<file path="src/rtl/instruction_queue.sv">
// Instruction queue between the fetch unit and the decoder.
// Each 64-bit fetch block is split into 32-bit instructions with their PCs
// and stored in a circular buffer that the decoder drains from the head.
module instruction_queue #(
    parameter int unsigned DEPTH = 8
) (
    input  logic                     clk,
    input  logic                     reset,
    input  logic                     fetch_valid,
    input  logic [63:0]              fetch_addr,
    input  logic [63:0]              fetch_data,
    output logic                     fetch_ready,
    input  logic                     flush,
    output logic                     dec_valid,
    output logic [63:0]              dec_pc,
    output logic [31:0]              dec_instr,
    input  logic                     dec_ready,
    output logic [$clog2(DEPTH):0]   count,
    output logic                     align_err
);

    localparam int unsigned PTR_W = $clog2(DEPTH);
    localparam int unsigned CNT_W = PTR_W + 1;

    logic [63:0]      pc_q    [DEPTH];
    logic [31:0]      instr_q [DEPTH];
    logic [PTR_W-1:0] head_q, head_d;
    logic [PTR_W-1:0] tail_q, tail_d;
    logic [PTR_W-1:0] tail_nx;
    logic [CNT_W-1:0] count_q, count_d;
    logic [CNT_W-1:0] push_n;
    logic             align_err_q, align_err_d;
    logic             fetch_fire;
    logic             wr_pair;
    logic             wr_upper;
    logic             wr_bad;
    logic             pop;
    logic [63:0]      pc_upper;

    // Ready needs room for a full two-entry block; depends on registered count only
    assign fetch_ready = (count_q <= CNT_W'(DEPTH - 2));
    assign dec_valid   = (count_q != '0);
    assign dec_pc      = pc_q[head_q];
    assign dec_instr   = instr_q[head_q];
    assign count       = count_q;
    assign align_err   = align_err_q;

    // Decode push/pop and compute next pointer, count and error state
    always_comb begin
        fetch_fire  = fetch_valid && fetch_ready && !flush;
        wr_pair     = fetch_fire && (fetch_addr[2:0] == 3'b000);
        wr_upper    = fetch_fire && (fetch_addr[2:0] == 3'b100);
        wr_bad      = fetch_fire && (fetch_addr[1:0] != 2'b00);
        pop         = dec_valid && dec_ready && !flush;
        pc_upper    = fetch_addr + 64'd4;
        tail_nx     = tail_q + PTR_W'(1);
        push_n      = wr_pair ? CNT_W'(2) : (wr_upper ? CNT_W'(1) : CNT_W'(0));
        count_d     = count_q + push_n - CNT_W'(pop);
        tail_d      = tail_q + PTR_W'(push_n);
        head_d      = head_q + PTR_W'(pop);
        align_err_d = align_err_q | wr_bad;
        if (flush) begin
            count_d     = '0;
            tail_d      = '0;
            head_d      = '0;
            align_err_d = 1'b0;
        end
    end

    // Pointer, count and sticky error registers
    always_ff @(posedge clk or negedge reset) begin
        if (!reset) begin
            head_q      <= '0;
            tail_q      <= '0;
            count_q     <= '0;
            align_err_q <= 1'b0;
        end else begin
            head_q      <= head_d;
            tail_q      <= tail_d;
            count_q     <= count_d;
            align_err_q <= align_err_d;
        end
    end

    // Entry storage; cleared on reset so the empty head reads as zero
    always_ff @(posedge clk or negedge reset) begin
        if (!reset) begin
            for (int i = 0; i < int'(DEPTH); i++) begin
                pc_q[i]    <= '0;
                instr_q[i] <= '0;
            end
        end else if (wr_pair) begin
            pc_q[tail_q]     <= fetch_addr;
            instr_q[tail_q]  <= fetch_data[31:0];
            pc_q[tail_nx]    <= pc_upper;
            instr_q[tail_nx] <= fetch_data[63:32];
        end else if (wr_upper) begin
            pc_q[tail_q]     <= fetch_addr;
            instr_q[tail_q]  <= fetch_data[63:32];
        end
    end

endmodule

</file>
<file path="config.mk">
export PLATFORM = sky130hd
export DESIGN_NAME = instruction_queue
export DESIGN_NICKNAME = d
export VERILOG_FILES = /design/src/rtl/instruction_queue.sv
export SDC_FILE = /design/constraint.sdc
export NUM_CORES = 2
export LEC_CHECK = 0
export ABC_AREA = 1
export BUFFER_PORTS_ARGS = -buffer_cell sky130_fd_sc_hd__buf_4
export CAP_MARGIN = 0
export CELL_PAD_IN_SITES_DETAIL_PLACEMENT = 1
export CELL_PAD_IN_SITES_GLOBAL_PLACEMENT = 1
export CORE_ASPECT_RATIO = 0.75
export CORE_UTILIZATION = 49
export CTS_CLUSTER_DIAMETER = 80
export CTS_CLUSTER_SIZE = 8
export DETAILED_ROUTE_END_ITERATION = 7
export PLACE_DENSITY_LB_ADDON = 0.25
export SLEW_MARGIN = 20
export SYNTH_ARGS = -nofsm -noshare
export SYNTH_HDL_FRONTEND = slang
export SYNTH_SLANG_ARGS = --single-unit
</file>
<file path="constraint.sdc">
create_clock -name clk -period 7.9 [get_ports clk]
set_clock_uncertainty 0.05 [all_clocks]
set_input_delay 1.58 -clock clk [delete_from_list [all_inputs] [get_ports clk]]
set_output_delay 1.58 -clock clk [all_outputs]
set_load 0.03 [all_outputs]
</file>
# After elaboration in Yosys (flattened, before gate mapping)
# Cells that the tools add are included.
word_totals:
  register_bits: 779
  input_bits: 133
  elab_cells: 80
classes:
  n_addsub: 6
  magnitude_cmp: 6
  n_eq_ne: 1
  n_mux: 29
  bitwise: 4
  reduce_logical: 14
op_table:
  columns: ["op", "count"]
  rows:
  - ["$bwmux 512", 2]
  - ["$mux 512", 2]
  - ["$bwmux 256", 3]
  - ["$mux 256", 2]
  - ["$demux 64 s3", 2]
  - ["$mux 64", 4]
  - ["$bmux 64 s3", 1]
  - ["$demux 32 s3", 2]
  - ["$mux 32", 4]
  - ["$bmux 32 s3", 1]
  - ["$add 64x3->64 const B", 1]
  - ["$ge 4x4->1 const B", 3]
  - ["$not 3->4", 3]
  - ["$logic_and 1x1->1", 9]
  - ["$lt 4x1->1 const B", 2]
  - ["$mux 3", 2]
  - ["$add 4x2->4", 1]
  - ["$le 4x3->1 const B", 1]
  - ["$mux 4", 1]
  - ["$reduce_bool 2->1", 2]
  - ["$reduce_bool 4->1", 1]
  - ["$sub 4x1->4", 1]
  - ["$add 3x1->3", 1]
  - ["$add 3x1->3 const B", 1]
  - ["other kinds (7)", 8]

# Logic depth before layout (Yosys ltp)
depth:
  word_depth: 9
  mapped_depth: 17
  ltp_nobuf: 15

# Worst setup path after synthesis
# OpenSTA, ideal clock, no wires.
synth_path:
  path_type: "input-to-reg"
  startpoint: "input port fetch_addr[0]"
  endpoint: "register count_q[2] (netlist: count[2])"
  setup_time_ns: 0.123
  arrival_time_ns: 3.778
  setup_slack_ns: 3.948
  stages: 13
  path_buffers: 2
  path_cell_list: "or2_1 > nor2_1 > nand2_1 > buf_2 > clkbuf_1 > nor2_1 > inv_1 > ha_1 > inv_1 > ha_1 > fa_1 > o21ai_0 > a21oi_1"
synth_between:
  elab_chain_cells: 7
synth_lines:
  columns: ["element", "line_no", "text"]
  rows:
  - ["start, declared", "10", "input logic [63:0] fetch_addr,"]
  - ["$eq 3x3->1", "52", "wr_upper = fetch_fire && (fetch_addr[2:0] == 3'b100);"]
  - ["$logic_and 1x1->1", "52", null]
  - ["$mux 1", "57", "push_n = wr_pair ? CNT_W'(2) : (wr_upper ? CNT_W'(1) : CNT_W'(0));"]
  - ["$mux 2 (*)", "57", null]
  - ["$add 4x2->4 (*)", "58", "count_d = count_q + push_n - CNT_W'(pop);"]
  - ["$sub 4x1->4 (*)", "58", null]
  - ["$mux 4 (*)", "62", "if (flush) begin"]
  - ["named net count_d[2]", "30", "logic [CNT_W-1:0] count_q, count_d;"]
  - ["end signal, assigned", "80", "count_q <= count_d;"]
  - ["end, declared", "30", null]
# Mark *: on every way through the listed nets, which the timed path passes. The rest lies on a longest branch.
# A chain may end at the register's enable or synchronous reset.

# Worst setup path after layout
layout_path:
  startpoint: "register head_q[0]"
  endpoint: "output port dec_pc[2]"
layout_between:
  elab_chain_cells: 4
layout_lines:
  columns: ["element", "line_no", "text"]
  rows:
  - ["start, declared", "27", "logic [PTR_W-1:0] head_q, head_d;"]
  - ["start signal, assigned", "73", "head_q <= '0;"]
  - ["start signal, assigned", "78", "head_q <= head_d;"]
  - ["$not 3->4 (not written as such)", "43", "assign dec_pc = pc_q[head_q];"]
  - ["$bmux 64 s3", "43", null]
  - ["$mux 64 (not written as such) (2 in series)", "43", null]
  - ["end, declared", "15", "output logic [63:0] dec_pc,"]
# No other way between the ends. The select of a mux whose other input is x is not followed.

==> results.py <==
metrics = {
    "cts": {
        "ctsHoldBuffers": 0,
        "cts.sinks": 779,
        "cts_setup_buffers": 0,
        "numCtsBuffers": 107,
        "clk_latency_ps": 730,
        "cts_resized": 0,
        "cts_tree": "yes",
        "clockRootBuffer": "clkbuf_16",
        "max-clock-path-buffers": 3,
        "cts.htree.levels": 3,
        "clk_pin_slew_ps": 50,
    },
    "critical_path": {
        "required_ps": 6270,
        "slowest_stage": "dfrtp_4",
        "path_buf_inv": 3,
        "crit_chain": "buf_12, buf_4, nor2_1, nor2_1, o21ai_0, a31oi_1, buf_4",
        "end_kind": "output port",
        "timing.critical_path.from_type": "register",
        "cp_top_family": "buffers and inverters",
        "cp_max_fo": 141,
        "critPathKind": "reg -> out",
        "cp.arrival_ps": 4520,
        "slowest_delay_ps": 850,
    },
    "final_layout": {
        "final_cell_area_sq_mm": 0.05153,
        "drive_above_1_share": 0.07989,
        "syn_to_final_growth_pct": 10.02,
        "fin_nets": 6748,
    },
    "sta": {
        "rsz0062_at_grt": "no",
        "maxSlewHeadroom": 0.1604,
        "fmax_ghz": 0.1626,
        "timing.hold.ws_ps": 434.8,
        "min_period_ps": 6150,
        "fin_crit_sh": 0.7785,
        "max_slew.worst_pin.slew_ps": 1256,
        "finalSetupTns_ps": 0,
        "slew_viol_final": 0,
        "hold_viol": 0,
        "setup_viol": 0,
    },
    "detailed_routing": {
        "first_pass_iters": 8,
        "wl_um": 224700,
        "post-route-drc-count": 0,
        "postRouteAntennaNets": 0,
        "vias": 53660,
        "drt_iter0_markers": 6926,
        "vias_per_cell": 6.831,
        "routedWlPerCell_um": 28.60,
    },
    "pwr": {
        "powerDensity_mw_per_mm2": 265.1,
        "peakVddDrop_v": 0.0001848,
        "power_leakage_nw": 23.12,
    },
    "hold_path": {
        "min_path_type": "reg -> reg",
    },
    "synthesis": {
        "synth-xor-area-share": 0.003553,
        "muxShareOfSynthArea": 0.0002137,
        "postSynthCellCount": 6757,
        "synth_top_area_frac": 0.4162,
        "synth_top_family_by_area": "simple AND/OR/NAND/NOR gates",
        "synth-async-reset-ratio": 1.000,
        "synth_edf_count": 0,
        "yosys.area_share.simple": 0.2610,
        "synth_largest_area_cell": "dfrtp_1",
        "yosysUniqueCellTypes": 39,
        "synth_area_leaders": "dfrtp_1, nand2_1, nor2_1",
        "synth_area_sq_mm": 0.04683,
        "synth_fa_ha_area_frac": 0.004061,
        "synth_compound_area_frac": 0.2217,
        "ys.flop_type": "dfrtp_1",
        "synth_seq_cells": 779,
        "syn-num-nets": 6904,
        "yosys_warnings": 0,
        "postSynthAreaPerCell_sq_um": 6.931,
        "yosysSeqAreaShare": 0.4162,
    },
    "die": {
        "dieArea_sq_mm": 0.09683,
        "start_util": 0.4979,
        "die_h_um": 269.7,
        "rows": 97,
        "core_area_sq_mm": 0.09406,
        "ios": 236,
        "die_w_um": 359.0,
    },
    "placement": {
        "hpwl_um": 125700,
        "io_buffer_count": 235,
        "placed_area_sq_mm": 0.04872,
        "finalWeightedCongestion": 1.014,
    },
    "run": {
        "maxCapViolCount": 0,
    },
    "global_routing": {
        "gr-usage-all-layers": 0.4551,
        "grt_pass1_vias": 54520,
        "antenna_found_initial": 13,
        "grt_start_max_net_pins": 218,
        "globalRouteOverflowTotal": 0,
        "grt_pass1_wl_um": 338500,
    },
    "run_status": {
        "status": "finished clean",
    },
}
[state kept, by name (all words and copies together) (netlist names)]
| name | cells |
|---|---|
| head_q | 3 |
| pc_q | 512 |
| tail_q | 3 |
| instr_q | 256 |
| align_err | 1 |
| count | 4 |
[final cells by class]
| cell class | instances | area [sq um] |
|---|---|---|
| fillers | 12090 | 42530 |
| repair buffers | 329 | 2615 |
| flip-flops and latches | 779 | 19510 |
| multi-input cells | 4899 | 23220 |
| clock inverters | 7 | 67.56 |
| inverters | 485 | 1838 |
| clock buffers | 110 | 2710 |
| diodes | 9 | 22.52 |
| well taps | 1237 | 1548 |
[cell families after synthesis]
family	after synthesis
muxes	1
buffers and inverters	1079
adders and majority gates	14
and+or+nand+nor	3025
xor gates and xnor gates	19
DFF	779
AOI/OAI and AO/OA	1840
[metal layers]
metal / routed length, um / global-route usage / vias up
met1: 85500 / 0.6002 / 26340
met4: 13060 / 0.2427 / 16
met2: 93920 / 0.6599 / 3943
met5: 105 / 0 / -
met3: 32090 / 0.1521 / 1025
li1: - / - / 22340
[synth_stat cells (6+ instances only)]
cell type / instances
buf_1: 47
dfrtp_1: 779
inv_1: 457
xor2_1: 13
o211ai_1: 80
clkbuf_1: 364
nand4_1: 18
a21oi_1: 208
nor2_2: 18
nor3_1: 18
clkinv_1: 21
o21ai_1: 21
nand3_1: 488
or2_2: 17
xnor2_1: 6
buf_2: 154
a31oi_1: 397
o21ai_0: 763
inv_2: 7
nor2_1: 1136
o22ai_1: 364
nand3b_1: 7
nand2_1: 1307
buf_4: 25
ha_1: 12
[final timing paths]
path                           start            to  slack (ps)  cells after the start
setup / recovery           head_q[0]     dec_pc[2]        1750                      7
hold reg to reg            pc_q[156]     pc_q[156]         430                      2
hold / removal             pc_q[156]     pc_q[156]         430                      2
setup reg to reg            count[3]  instr_q[250]        2900                     11
min in group asynchronous      reset  instr_q[104]         850                      1
max in group asynchronous      reset   instr_q[22]        5410                      2
[where the power goes]
group,internal [W],switching (W),total [W]
Clock,0.00239,0.00186,0.00424
Combinational,0.00140,0.00296,0.00436
Sequential,0.00466,0.000394,0.00506
[through the flow]
step / setup WS (ps) / util / instances / total power (W)
after floorplan: 3948 / - / 6757 / 0.007675
after global placement: 2214 / 0.5180 / 7729 / 0.009152
after detailed placement: 2101 / 0.5180 / 7729 / 0.009320
after CTS: 2064 / 0.5475 / 7846 / 0.01353
after global routing: 1754 / 0.5476 / 7848 / 0.01414
final: 1750 / 0.5478 / 7855 / 0.01366
[tightest hold or removal path, stage by stage, from the launching register on]
cell and delay (ps):
dfrtp_1 340, nand2_1 60, nand2_1 50
[placed cells by master, fill, tap and decap left out, types with 7 or more instances in the layout]
cell type	Yosys	routed
nand3_1	488	486
o211ai_1	80	80
o21ai_1	21	21
xor2_1	13	13
o21ai_0	763	763
buf_12	0	11
buf_4	25	317
nand3_4	1	8
dfrtp_1	779	776
a21oi_1	208	208
diode_2	0	9
a31oi_1	397	397
nand3b_1	7	7
o22ai_1	364	364
or2_2	17	17
nor2_1	1136	1128
inv_2	7	12
clkinv_1	21	19
nand4_1	18	18
clkbuf_16	0	108
nor2_4	0	14
nor2_2	18	12
nor3_1	18	17
ha_1	12	12
nand2_1	1307	1299
inv_1	457	451
Power figures use the tool's default switching activity.
